`config.mk`:
```
export PLATFORM = sky130hd
export DESIGN_NAME = serializador_param_flat
export DESIGN_NICKNAME = d
export VERILOG_FILES = /design/src/rtl/serializador_param_if.sv /design/src/rtl/serializador_param.sv /design/src/flat_wrapper.sv
export SDC_FILE = /design/constraint.sdc
export NUM_CORES = 1
export LEC_CHECK = 0
export BUFFER_PORTS_ARGS = -buffer_cell sky130_fd_sc_hd__buf_2
export CORE_MARGIN = 2
export CORE_UTILIZATION = 40
export CTS_BUF_LIST = sky130_fd_sc_hd__clkbuf_8
export CTS_CLUSTER_SIZE = 10
export DETAILED_ROUTE_END_ITERATION = 8
export PLACE_DENSITY = 0.56
export SETUP_SLACK_MARGIN = 0.1
export SYNTH_ARGS = -nofsm -noshare
export SYNTH_HDL_FRONTEND = slang
export SYNTH_SLANG_ARGS = --single-unit
```
`constraint.sdc`:
```
create_clock -name clk -period 2.66 [get_ports clk]
set_clock_uncertainty 0.1 [all_clocks]
set_input_delay 0.399 -clock clk [delete_from_list [all_inputs] [get_ports clk]]
set_output_delay 0.399 -clock clk [all_outputs]
set_load 0.005 [all_outputs]
```
`src/rtl/serializador_param_if.sv`:
```
// Handshake and serial-output bundle for serializador_param.
interface serializador_param_if #(
    parameter int unsigned WIDTH = 8
);
    logic [WIDTH-1:0] in_data;
    logic             in_valid;
    logic             in_ready;
    logic             out_bit;
    logic             out_valid;
    logic             out_sof;
    logic             busy;

    modport master (
        output in_data, in_valid,
        input  in_ready, out_bit, out_valid, out_sof, busy
    );

    modport slave (
        input  in_data, in_valid,
        output in_ready, out_bit, out_valid, out_sof, busy
    );
endinterface

```
`src/rtl/serializador_param.sv`:
```
// Parametrised parallel-to-serial converter with a one-word holding buffer,
// gapless back-to-back streaming and per-word start-of-frame flag.
module serializador_param #(
    parameter int unsigned WIDTH     = 8,
    parameter bit          MSB_FIRST = 1'b1,
    parameter bit          IDLE_VAL  = 1'b0
) (
    input  logic                 clk,
    input  logic                 rst_n,
    serializador_param_if.slave  bus
);
    localparam int unsigned CW = (WIDTH > 1) ? $clog2(WIDTH) : 1;

    typedef enum logic {IDLE, SHIFT} state_t;

    state_t           state_q, state_d;
    logic [WIDTH-1:0] hold_q, hold_d;
    logic [WIDTH-1:0] sh_q, sh_d;
    logic             hold_full_q, hold_full_d;
    logic [CW-1:0]    cnt_q, cnt_d;
    logic             out_bit_q, out_bit_d;
    logic             out_valid_q, out_valid_d;
    logic             out_sof_q, out_sof_d;

    logic             ready;
    logic             accept;
    logic             retire;
    logic             reload;
    logic             first_bit;
    logic [CW-1:0]    idx;
    logic             cur_bit;

    assign ready  = rst_n && !hold_full_q;
    assign accept = bus.in_valid && ready;
    // cnt wraps to 0 on the last-bit edge, so cnt==0 inside SHIFT marks the retire edge
    assign retire = (state_q == SHIFT) && (cnt_q == '0);
    assign reload = hold_full_q && ((state_q == IDLE) || retire);

    assign first_bit = MSB_FIRST ? hold_q[WIDTH-1] : hold_q[0];
    assign idx       = MSB_FIRST ? (CW'(WIDTH - 1) - cnt_q) : cnt_q;
    assign cur_bit   = sh_q[idx];

    // State register
    always_ff @(posedge clk or negedge rst_n) begin
        if (!rst_n) state_q <= IDLE;
        else        state_q <= state_d;
    end

    // Next-state logic
    always_comb begin
        state_d = state_q;
        case (state_q)
            IDLE:    if (hold_full_q) state_d = SHIFT;
            SHIFT:   if (retire && !hold_full_q) state_d = IDLE;
            default: state_d = IDLE;
        endcase
    end

    // Next values for datapath and registered outputs
    always_comb begin
        hold_d      = hold_q;
        hold_full_d = hold_full_q;
        sh_d        = sh_q;
        cnt_d       = cnt_q;
        out_bit_d   = IDLE_VAL;
        out_valid_d = 1'b0;
        out_sof_d   = 1'b0;

        if (accept) begin
            hold_d      = bus.in_data;
            hold_full_d = 1'b1;
        end

        if (reload) begin
            sh_d        = hold_q;
            hold_full_d = 1'b0;
            out_bit_d   = first_bit;
            out_valid_d = 1'b1;
            out_sof_d   = 1'b1;
            cnt_d       = CW'(1);
        end else if (state_q == SHIFT) begin
            if (retire) begin
                cnt_d = '0;
            end else begin
                out_bit_d   = cur_bit;
                out_valid_d = 1'b1;
                cnt_d       = (cnt_q == CW'(WIDTH - 1)) ? '0 : cnt_q + CW'(1);
            end
        end
    end

    // Datapath and output registers
    always_ff @(posedge clk or negedge rst_n) begin
        if (!rst_n) begin
            hold_q      <= '0;
            hold_full_q <= 1'b0;
            sh_q        <= '0;
            cnt_q       <= '0;
            out_bit_q   <= IDLE_VAL;
            out_valid_q <= 1'b0;
            out_sof_q   <= 1'b0;
        end else begin
            hold_q      <= hold_d;
            hold_full_q <= hold_full_d;
            sh_q        <= sh_d;
            cnt_q       <= cnt_d;
            out_bit_q   <= out_bit_d;
            out_valid_q <= out_valid_d;
            out_sof_q   <= out_sof_d;
        end
    end

    assign bus.in_ready  = ready;
    assign bus.out_bit   = out_bit_q;
    assign bus.out_valid = out_valid_q;
    assign bus.out_sof   = out_sof_q;
    assign bus.busy      = (state_q == SHIFT) || hold_full_q;

endmodule

```
`src/flat_wrapper.sv`:
```
// flat-port wrapper written by rule: the top's interface ports become plain ports
module serializador_param_flat 
#(
    parameter int unsigned WIDTH     = 8,
    parameter bit          MSB_FIRST = 1'b1,
    parameter bit          IDLE_VAL  = 1'b0
)
  (clk, rst_n, bus_in_data, bus_in_valid, bus_in_ready, bus_out_bit, bus_out_valid, bus_out_sof, bus_busy);
  serializador_param_if #(.WIDTH(WIDTH)) bus_i ();
  input  logic clk;
  input  logic rst_n;
  input wire logic [$bits(bus_i.in_data)-1:0] bus_in_data;
  input wire logic [$bits(bus_i.in_valid)-1:0] bus_in_valid;
  output wire logic [$bits(bus_i.in_ready)-1:0] bus_in_ready;
  output wire logic [$bits(bus_i.out_bit)-1:0] bus_out_bit;
  output wire logic [$bits(bus_i.out_valid)-1:0] bus_out_valid;
  output wire logic [$bits(bus_i.out_sof)-1:0] bus_out_sof;
  output wire logic [$bits(bus_i.busy)-1:0] bus_busy;
  assign bus_i.in_data = bus_in_data;
  assign bus_i.in_valid = bus_in_valid;
  assign bus_in_ready = bus_i.in_ready;
  assign bus_out_bit = bus_i.out_bit;
  assign bus_out_valid = bus_i.out_valid;
  assign bus_out_sof = bus_i.out_sof;
  assign bus_busy = bus_i.busy;
  serializador_param #(.WIDTH(WIDTH), .MSB_FIRST(MSB_FIRST), .IDLE_VAL(IDLE_VAL)) u_core (.clk(clk), .rst_n(rst_n), .bus(bus_i));
endmodule
```
==> After elaboration in Yosys (flattened, before gate mapping) <==
Cells that the tools add are included.
{ "op_classes": {"n_addsub": 2, "magnitude_cmp": 1, "n_eq_ne": 1, "n_mux": 18, "n_bitwise": 1, "n_reduce_logical": 11} }
{ "op_table": {"columns": ["op", "n"], "rows": [
  ["$mux W1", 12],
  ["$mux W3", 4],
  ["$logic_and A1 B1 Y1", 5],
  ["$lt A3 B4 Y1 const B", 1],
  ["$reduce_bool A2 Y1", 2],
  ["$add A3 B1 Y3 const B", 1],
  ["$bmux W1 S3", 1],
  ["$eq A3 B3 Y1 const B", 1],
  ["$logic_not A3 Y1", 1],
  ["$sub A3 B3 Y3 const A", 1],
  ["$logic_or A1 B1 Y1", 2],
  ["$pmux W1 S2", 1],
  ["$logic_not A1 Y1", 1],
  ["$not A1 Y1", 1]
]} }
{ "word_totals": {"regBits": 24, "in_bits": 11, "out_inout_bits": 5, "wordCells": 42} }

==> Logic depth before layout (Yosys ltp) <==
{ "depth": {"ltp_word": 6, "mapped_depth": 6, "ltp_nobuf": 5} }

==> Worst setup path before layout <==
Ideal clock, no wire load.
{ "synth_path": {"kind": "register to register", "startpoint": "reg u_core.cnt_q[0]", "endpoint": "reg u_core.sh_q[2]", "setup_time_ps": 125, "arrival_time_ps": 1448, "slack_ps": 987, "path_stages_with_launch": 7, "synth_period_minus_slack_ps": 1673, "cell_sequence": "dfrtp_1 inv_1 ha_1 nand2b_4 a21boi_2 buf_4 mux2_2"} }
{ "synth_between": {"elab_chain_cells": 4} }
{ "synth_rtl": {"columns": ["element", "line", "rtl"], "rows": [
  ["from (decl)", "serializador_param.sv:20", "logic [CW-1:0] cnt_q, cnt_d;"],
  ["from (signal assigned)", "serializador_param.sv:106", "cnt_q <= cnt_d;"],
  ["$logic_not A3 Y1", "serializador_param.sv:36", "assign retire = (state_q == SHIFT) && (cnt_q == '0);"],
  ["$logic_and A1 B1 Y1", "serializador_param.sv:36", null],
  ["$logic_or A1 B1 Y1", "serializador_param.sv:37", "assign reload = hold_full_q && ((state_q == IDLE) || retire);"],
  ["$logic_and A1 B1 Y1", "serializador_param.sv:37", null],
  ["to (signal assigned)", "serializador_param.sv:97", "sh_q <= '0;"],
  ["to (signal assigned)", "serializador_param.sv:105", "sh_q <= sh_d;"],
  ["to (decl)", "serializador_param.sv:18", "logic [WIDTH-1:0] sh_q, sh_d;"]
]} }
Every way passes these cells.
A chain may end at the register's enable or synchronous reset.

==> Worst setup path after layout <==
{ "layout_path": {"startpoint": "reg u_core.cnt_q[0]", "endpoint": "reg u_core.sh_q[1]"} }
Same word-level chain as after synthesis.

==> flow_summary_export.csv <==
group,metric,value,unit
sta,hold_violations,0,
sta,worstMarginPinSlew,0.613,ns
synth,synth_xor_xnor_area_share,0,
critical_path,end_kind,"flop",
detailed_routing,drt_iter0_markers,6,
global_routing,grt_usage,0.132,
cts,root_buffer,"clkbuf_8",
power,clkPwrFrac,0.180,
critical_path,path_class,"flop to flop",
sta,slew_violations,0,
synth,syn-num-nets,85,
critical_path,ff2ff_path_depth,5,
detailed_routing,wl,1.56,mm
cts,insertion_delay,0.27,ns
cts,cts_tree,"yes",
power,p_switching,417,µW
placement,dpl.cell_count,115,
synth,synth_top_family_by_area,"multiplexers",
cts,holdBufCountCts,0,
placement,hpwl,1.13,mm
global_routing,grt_use_met1,0.183,
power,internal-power,946,µW
detailed_routing,vias,584,
critical_path,rrSetupSlack,0.70,ns
floorplanning,initial_core_util,0.417,
sta,setup_tns,0,ns
critical_path,required,2.71,ns
critical_path,rr_endpoint,"u_core.sh_q[1]",
outcome,status,"completed",
sta,finalCriticalPeriod,1.96,ns
power,seqPwrFrac,0.476,
placement,place_congestion,0.813,
global_routing,gr-usage-met3,0.0246,
placement,placed_cell_area,1130,µm²
sta,setup-violations-final,0,
synth,syn-mean-instance-area,14.4,µm²
detailed_routing,wire_per_inst,13.1,µm
power,p_per_area,1150,nW/µm²
global_routing,grt-ovfl-total,0,
synth,yosys_warnings,0,
detailed_routing,via_per_inst,4.91,
layout,final_layout_size_suffix_gt1_frac,0.427,
cts,clk_path_buf_depth,2,
critical_path,r2r-start,"u_core.cnt_q[0]",
synth,synth_adder_area_share,0.0366,
detailed_routing,dr.pass1.iters,6,
critical_path,crit_fanout,12,
worst_hold_path,min_path_type,"input port to asynchronous set/reset pin",
floorplanning,rows,18,
cts,cts.clk_slew.worst_paths,0.08,ns
critical_path,crit_arrival,2.01,ns
global_routing,grt_pass1_wl,2.66,mm
floorplanning,die_h,54.6,µm
power,swShare,0.306,
layout,stdcell_area,1190,µm²
layout,area_delta_synth_final,15.9,%
cts,cts_resized,0,
floorplanning,coreArea,2450,µm²
synth,synth_cells,71,
run,drv_cap,0,
critical_path,start_kind,"flop",
power,p_leak,0.000558,µW
sta,maxSlewHeadroom,0.589,
floorplanning,die_x,54.6,µm
floorplanning,io-pin-count,16,
cts,cts.sinks,24,
synth,synth-compound-area-share,0.0672,
synth,yosys.area_share.simple,0.0672,
global_routing,antenna_found_initial,0,
global_routing,grt_busiest_layer,"met1",
global_routing,grt_pass1_vias,565,
power,vdd_drop_max,0.549,mV
power,pwr-share-comb,0.344,
floorplanning,die_area,2980,µm²
layout,diodes,0,
sta,max_freq,511,MHz
layout,layout.cells.non_filler,119,
synth,yosysUniqueCellTypes,21,
detailed_routing,ant_nets,0,
placement,io_buffers,15,
synth,synthMuxAreaShare,0.220,
synth,syn-cell-area,1020,µm²
synth,ys_ff_latch,24,
cts,numCtsBuffers,3,
global_routing,grt_max_degree,25,
sta,fin_hold_ws,0.0206,ns
layout,fillers,235,
sta,rsz0062_at_grt,"no",
cts,postCtsSetupBuffers,0,
synth,seq_area_frac_synth,0.586,
detailed_routing,drcViolationCount,0,
cts,htree_levels,1,
layout,nets,104,
global_routing,met2_usage,0.181,
sta,period_share,0.736,
## power by group through the flow
stage | clock network, µW | logic, µW | registers, µW
floorplan | 0 | 402 | 611
CTS | 252 | 477 | 650
global placement | 0 | 465 | 655
detailed placement | 0 | 469 | 659
finish | 246 | 469 | 649
global route | 271 | 528 | 675
## layout make-up
class / count / area, µm² / area share
Clock buffer: 4 / 55.1 / 0.0464
Sequential cell: 24 / 601 / 0.506
Tap cell: 30 / 37.5 / 0.0316
Inverter: 3 / 11.3 / 0.00948
Multi-Input combinational cell: 42 / 400 / 0.337
Timing Repair Buffer: 16 / 82.6 / 0.0695
## per-layer routing
layer / part of all wire / up-vias
li1: - / 286
met1: 0.48 / 285
met2: 0.46 / 9
met3: 0.032 / 4
met4: 0.023 / 0
met5: 0 / -
## cell usage after synthesis
cell       n  area [µm²]
nand3_1    1        5.00
o22ai_1    1        6.26
buf_2      1        5.00
nand2_1    3        11.3
a32o_1     2        20.0
mux2_2    15         169
o311a_1    1        10.0
dfrtp_1   24         601
nand2b_1   2        12.5
nor2b_1    2        12.5
a21o_1     2        15.0
a31oi_1    1        6.26
ha_1       3        37.5
inv_1      3        11.3
nor2_1     2        7.51
buf_4      1        7.51
or3_1      1        6.26
mux2_1     3        33.8
a21boi_2   1        11.3
nand2b_4   1        13.8
mux4_2     1        22.5
## critical path: stages (launching register included)
cell and delay, ns:
dfrtp_1 0.47, inv_1 0.09, ha_1 0.19, nand2b_4 0.09, a21boi_2 0.50, mux2_2 0.40
## kinds of logic (layout without fill, tap and decap cells)
kind of cell             after synthesis  count (layout)
AND/OR/NAND/NOR                       12              12
AO/OA/AOI/OAI                          8               8
multiplexers                          19              19
adder cells (fa/ha/maj)                3               3
buffers and inverters                  5              23
flip-flops                            24              24
## through the flow
step / worst slack, ns / total power, µW / utilization
detailed placement: 0.694 / 1130 / 0.461
finish: 0.703 / 1360 / 0.484
global route: 0.549 / 1470 / 0.484
CTS: 0.689 / 1380 / 0.484
global placement: 0.746 / 1120 / 0.461
floorplan: 0.987 / 1010 / -
## worst max path at each step
stage                           to  slack, ns  cells past startpoint             from
global route        u_core.sh_q[2]       0.55                      5  u_core.cnt_q[0]
global placement    u_core.sh_q[4]       0.75                      5  u_core.cnt_q[0]
floorplan           u_core.sh_q[2]       0.99                      6  u_core.cnt_q[0]
detailed placement  u_core.sh_q[6]       0.69                      5  u_core.cnt_q[0]
CTS                 u_core.sh_q[1]       0.69                      5  u_core.cnt_q[0]
finish              u_core.sh_q[1]       0.70                      5  u_core.cnt_q[0]
## layout by cell type (no fill, tap or decap)
master / n
buf_2: 15
a31oi_1: 1
nor2b_1: 2
dfrtp_1: 24
mux2_2: 15
ha_1: 3
a21o_1: 2
o22ai_1: 1
nor2_1: 2
o311a_1: 1
nand2b_4: 1
nand3_1: 1
nand2_1: 3
nand2b_1: 2
clkbuf_8: 4
a21boi_2: 1
mux2_1: 3
a32o_1: 2
or3_1: 1
inv_1: 3
mux4_2: 1
buf_4: 1
## sequential cells by signal, indices dropped and copies added (netlist names)
| register | count |
|---|---|
| u_core.bus.out_sof | 1 |
| u_core.state_q | 1 |
| u_core.bus.out_bit | 1 |
| u_core.hold_full_q | 1 |
| u_core.bus.out_valid | 1 |
| u_core.sh_q | 8 |
| u_core.hold_q | 8 |
| u_core.cnt_q | 3 |
Note: power is estimated with default switching activity, not from simulation.
